--- src/rtl/rsa_host.sv ---
// rsa_host: streams operand bytes into the rsa core register file, starts the
// core, waits for completion and streams the 256-bit result back out.
module rsa_host #(
  parameter int NBYTES  = 32,
  parameter int HOLDOFF = 2
) (
  input  logic       clk,
  input  logic       reset,
  input  logic       in_valid,
  input  logic [7:0] in_data,
  output logic       in_ready,
  output logic       out_valid,
  output logic [7:0] out_data,
  input  logic       out_ready,
  output logic       busy,
  output logic       core_we,
  output logic       core_oe,
  output logic       core_start,
  output logic [1:0] core_reg_sel,
  output logic [4:0] core_addr,
  output logic [7:0] core_wdata,
  input  logic [7:0] core_rdata,
  input  logic       core_ready
);
  localparam int BW = $clog2(3*NBYTES + 1);
  localparam int RW = (NBYTES > 1) ? $clog2(NBYTES) : 1;
  localparam int HW = $clog2(HOLDOFF + 2);
  localparam logic [BW-1:0] BLAST = BW'(3*NBYTES - 1);
  localparam logic [RW-1:0] RLAST = RW'(NBYTES - 1);

  typedef enum logic [2:0] {LOAD, WR, START, WAIT, RD, SEND} state_t;

  state_t        state, state_n;
  logic [BW-1:0] bcnt, bcnt_n;
  logic [RW-1:0] rcnt, rcnt_n;
  logic [HW-1:0] hcnt, hcnt_n;
  logic          in_ready_n, out_valid_n, busy_n;
  logic          we_n, oe_n, start_n;
  logic [7:0]    out_data_n, wdata_n;
  logic [1:0]    sel_n;
  logic [4:0]    addr_n;

  // State and every output register; reset puts the port in its idle values.
  always_ff @(posedge clk) begin
    if (reset) begin
      state        <= LOAD;
      bcnt         <= '0;
      rcnt         <= '0;
      hcnt         <= '0;
      in_ready     <= 1'b1;
      out_valid    <= 1'b0;
      out_data     <= 8'h00;
      busy         <= 1'b0;
      core_we      <= 1'b1;
      core_oe      <= 1'b1;
      core_start   <= 1'b0;
      core_reg_sel <= 2'd0;
      core_addr    <= 5'd0;
      core_wdata   <= 8'h00;
    end else begin
      state        <= state_n;
      bcnt         <= bcnt_n;
      rcnt         <= rcnt_n;
      hcnt         <= hcnt_n;
      in_ready     <= in_ready_n;
      out_valid    <= out_valid_n;
      out_data     <= out_data_n;
      busy         <= busy_n;
      core_we      <= we_n;
      core_oe      <= oe_n;
      core_start   <= start_n;
      core_reg_sel <= sel_n;
      core_addr    <= addr_n;
      core_wdata   <= wdata_n;
    end
  end

  // Next-state and next-output values; outputs are computed one cycle ahead
  // so that every port comes straight from a flop.
  always_comb begin
    state_n     = state;
    bcnt_n      = bcnt;
    rcnt_n      = rcnt;
    hcnt_n      = hcnt;
    in_ready_n  = in_ready;
    out_valid_n = out_valid;
    out_data_n  = out_data;
    we_n        = 1'b1;
    oe_n        = 1'b1;
    start_n     = 1'b0;
    sel_n       = core_reg_sel;
    addr_n      = core_addr;
    wdata_n     = core_wdata;
    case (state)
      LOAD: begin
        if (in_valid && in_ready) begin
          wdata_n    = in_data;
          we_n       = 1'b0;
          sel_n      = 2'(32'(bcnt) / NBYTES + 1);
          addr_n     = 5'(32'(bcnt) % NBYTES);
          in_ready_n = 1'b0;
          state_n    = WR;
        end
      end
      WR: begin
        bcnt_n = bcnt + 1'b1;
        if (bcnt == BLAST) begin
          start_n = 1'b1;
          state_n = START;
        end else begin
          in_ready_n = 1'b1;
          state_n    = LOAD;
        end
      end
      START: begin
        hcnt_n  = '0;
        state_n = WAIT;
      end
      WAIT: begin
        // The START cycle counts as the first ignored cycle, so RD begins
        // HOLDOFF+1 cycles after the start pulse when the core is already ready.
        if (32'(hcnt) + 1 < HOLDOFF) begin
          hcnt_n = hcnt + 1'b1;
        end else if (core_ready) begin
          oe_n    = 1'b0;
          sel_n   = 2'd0;
          addr_n  = 5'(rcnt);
          state_n = RD;
        end
      end
      RD: begin
        out_data_n  = core_rdata;
        out_valid_n = 1'b1;
        state_n     = SEND;
      end
      SEND: begin
        if (out_ready) begin
          out_valid_n = 1'b0;
          if (rcnt == RLAST) begin
            rcnt_n     = '0;
            bcnt_n     = '0;
            in_ready_n = 1'b1;
            state_n    = LOAD;
          end else begin
            rcnt_n  = rcnt + 1'b1;
            oe_n    = 1'b0;
            addr_n  = 5'(rcnt + 1'b1);
            state_n = RD;
          end
        end
      end
      default: state_n = LOAD;
    endcase
    busy_n = (state_n != LOAD) || (bcnt_n != '0);
  end

endmodule
--- config.mk ---
export PLATFORM = sky130hd
export DESIGN_NAME = rsa_host
export DESIGN_NICKNAME = d
export VERILOG_FILES = /design/src/rtl/rsa_host.sv
export SDC_FILE = /design/constraint.sdc
export NUM_CORES = 1
export LEC_CHECK = 0
export ABC_AREA = 1
export CORE_MARGIN = 2
export CORE_UTILIZATION = 40
export CTS_BUF_LIST = sky130_fd_sc_hd__clkbuf_8
export CTS_CLUSTER_SIZE = 16
export DETAILED_ROUTE_END_ITERATION = 6
export GPL_ROUTABILITY_DRIVEN = 0
export GPL_TIMING_DRIVEN = 0
export PLACE_DENSITY = 0.65
export SLEW_MARGIN = 30
export SYNTH_ARGS = -nofsm -noshare
export SYNTH_HDL_FRONTEND = slang
export SYNTH_SLANG_ARGS = --single-unit
export TNS_END_PERCENT = 5
--- constraint.sdc ---
create_clock -name clk -period 4.3 [get_ports clk]
set_input_delay 0.645 -clock clk [delete_from_list [all_inputs] [get_ports clk]]
set_output_delay 0.645 -clock clk [all_outputs]
set_load 0.05 [all_outputs]
==> flow_summary.json <==
{
  "status": "finished clean",
  "synthTopCellsByArea": "dfxtp_1, nor2_1, nand2_1",
  "dieHeight_um": 76.9,
  "crit_cells": 1,
  "die-area_um2": 5920,
  "rows": 26,
  "worstSetupPathType": "flop to output pin",
  "fin_crit_sh_pct": 49.7,
  "hpwl_um": 3910,
  "skew_ns": 0.00330,
  "placedCellCount": 412,
  "combPwrFrac_pct": 19.9,
  "cts_buffer_depth": 2,
  "hold_viol": 0,
  "final_cells": 420,
  "path_buf_inv": 1,
  "cts_sinks": 46,
  "worst_path_max_delay_cell": "clkdlybuf4s50_1",
  "power_frac_clock_pct": 33.0,
  "drc": 0,
  "worst_slew_pin_slew_ns": 0.568,
  "required_ns": 3.65,
  "critPathLaunch": "in_ready",
  "drt_iter0_drc": 128,
  "post-cts-setup-buffer-count": 0,
  "final_nets": 374,
  "worstHoldStart": "hcnt[0]",
  "yosysTopAreaCell": "dfxtp_1",
  "seqPwrFrac_pct": 47.1,
  "ys_seq_elements": 46,
  "endpoint_kind": "output pin",
  "crit_path_max_fanout": 3,
  "nFillCells": 508,
  "setup_ws_ns": 2.16,
  "yosys.area.top_type_share_pct": 43.3,
  "critPathLaunchType": "flop",
  "track_usage_pct": 18.8,
  "fin_crit_ns": 2.14,
  "slowest_delay_ns": 0.83,
  "path_delay_family": "buffers and inverters",
  "ant_nets": 0,
  "swShare_pct": 29.2,
  "die_w_um": 76.9,
  "p_leak_nw": 1.11,
  "drv_slew": 0,
  "synth_nets": 318,
  "p_int_w": 0.000687,
  "routed_wl_um": 5250,
  "ff2ff_setup_slack_ns": 2.26,
  "port_buffers": 49,
  "wl_per_cell_um": 12.5,
  "drt_pass1_iterations": 4,
  "io_pins": 50,
  "grt_pass1_wl_um": 8760,
  "cts_resized": 0,
  "netlist_area_um2": 2130,
  "via_count": 2017,
  "coreArea_um2": 5110,
  "post_drt_via_cell_ratio": 4.80,
  "area.growth.synth_to_final_pct": 32.4,
  "clock_insertion_delay_worst_skew_ns": 0.30,
  "post-place-ws_ns": 2.03,
  "postCtsHoldBufs": 0,
  "hold_depth": 2,
  "setup_viol": 0,
  "vdd_ir_drop_max_v": 0.000209,
  "clk_pin_slew_ns": 0.09,
  "numCtsBuffers": 5,
  "antenna_cells": 0,
  "setup_tns_ns": 0,
  "htree_levels": 2,
  "drive_gt1_share_pct": 7.71,
  "worstPathArrival_ns": 1.49,
  "synth.distinct_cells": 33,
  "power_density_nw_per_um2": 345,
  "timing.hold.ws_ns": 0.468,
  "cts_tree": "built",
  "clockRootBuffer": "clkbuf_8",
  "fmax_ghz": 0.468,
  "cp_cell_sequence": "clkdlybuf4s50_1",
  "ys_seq_area_share_pct": 43.3,
  "start_util_pct": 41.6,
  "grt_antenna_before_repair": 0,
  "grt_max_degree": 15,
  "reg2reg_depth": 15,
  "rsz0062_at_grt": "no",
  "synth_warnings": 0,
  "worstHoldPathType": "flop to flop",
  "grt_pass1_vias": 1756,
  "p_sw_w": 0.000283,
  "syn-instance-count": 293,
  "drv_cap": 0,
  "grt.overflow.total": 0,
  "avgSynthCellArea_um2": 7.26,
  "slew_headroom_pct": 62.1,
  "r2r_start": "rcnt[0]"
}
-- sequential cells by signal, indices dropped and copies added (netlist names), 2 cells and up --
signal and flops:
core_addr 5, state 3, rcnt 5, core_wdata 8, core_reg_sel 2, bcnt 7, hcnt 2, out_data 8
-- through the flow --
| step | util [%] | total power, W | instance area, um2 |
|---|---|---|---|
| final | 55.1 | 0.000970 | 2820 |
| after global routing | 55.1 | 0.00102 | 2820 |
| after global placement | 53.0 | 0.000660 | 2710 |
| after floorplan | - | 0.000590 | 2130 |
| after detailed placement | 53.0 | 0.000661 | 2710 |
| after CTS | 55.1 | 0.000982 | 2820 |
-- synthesized netlist by cell type, drive strengths merged --
master	instances
or2	1
o2111ai	1
o21ai	32
a22oi	1
o21a	1
o22ai	2
dfxtp	46
a211oi	1
nor2	67
nor3	1
clkbuf	5
a22o	1
a21oi	25
nand2	47
o2bb2ai	1
nand4	8
buf	2
nand3	16
inv	30
a31oi	1
ha	4
-- cell type report --
type	count	area (um2)	share of cell area (%)
Buffer	7	36.3	1.29
Clock inverter	3	41.3	1.47
Tap cell	70	87.6	3.11
Multi-Input combinational cell	210	1050	37.5
Timing Repair Buffer	49	490	17.4
Inverter	30	115	4.09
Sequential cell	46	921	32.7
Clock buffer	5	68.8	2.44
-- path summary, 6_finish.rpt --
kind              end
min           hcnt[0]
max          in_ready
max reg2reg      busy
min reg2reg   hcnt[0]
-- kinds of logic (layout without fill, tap and decap cells) --
kind of cell,count (synthesis),after routing,share of synthesized area (%)
and+or+nand+nor,140,140,30.5
AOI/OAI and AO/OA,66,66,16.8
DFF,46,46,43.3
buffers and inverters,37,94,7.12
adders and majority gates,4,4,2.35
-- power by group through the flow --
stage	clock network, W	registers [W]	logic (W)
after detailed placement	0	0.000467	0.000194
after floorplan	0	0.000530	0.0000596
after CTS	0.000330	0.000457	0.000195
after global routing	0.000351	0.000459	0.000206
after global placement	0	0.000466	0.000193
final	0.000320	0.000457	0.000193
-- placed cells by master (no fill, tap or decap), drive strengths merged, types with 2 or more instances in the layout --
cell           synthesis  routed
nor2                  67      67
clkdlybuf4s50          0      49
nand2                 47      47
dfxtp                 46      46
o21ai                 32      32
inv                   30      31
a21oi                 25      25
nand3                 16      16
clkbuf                 5      10
nand4                  8       8
ha                     4       4
o22ai                  2       2
buf                    2       2
-- metal layers --
layer | GRT usage, % | vias to the layer above | wire length, um
li1 | - | 1075 | -
met1 | 25.8 | 902 | 2490
met2 | 30.1 | 36 | 2550
met3 | 3.29 | 4 | 165
met4 | 6.00 | 0 | 42
met5 | 0 | - | 0
Power figures use the tool's default switching activity.
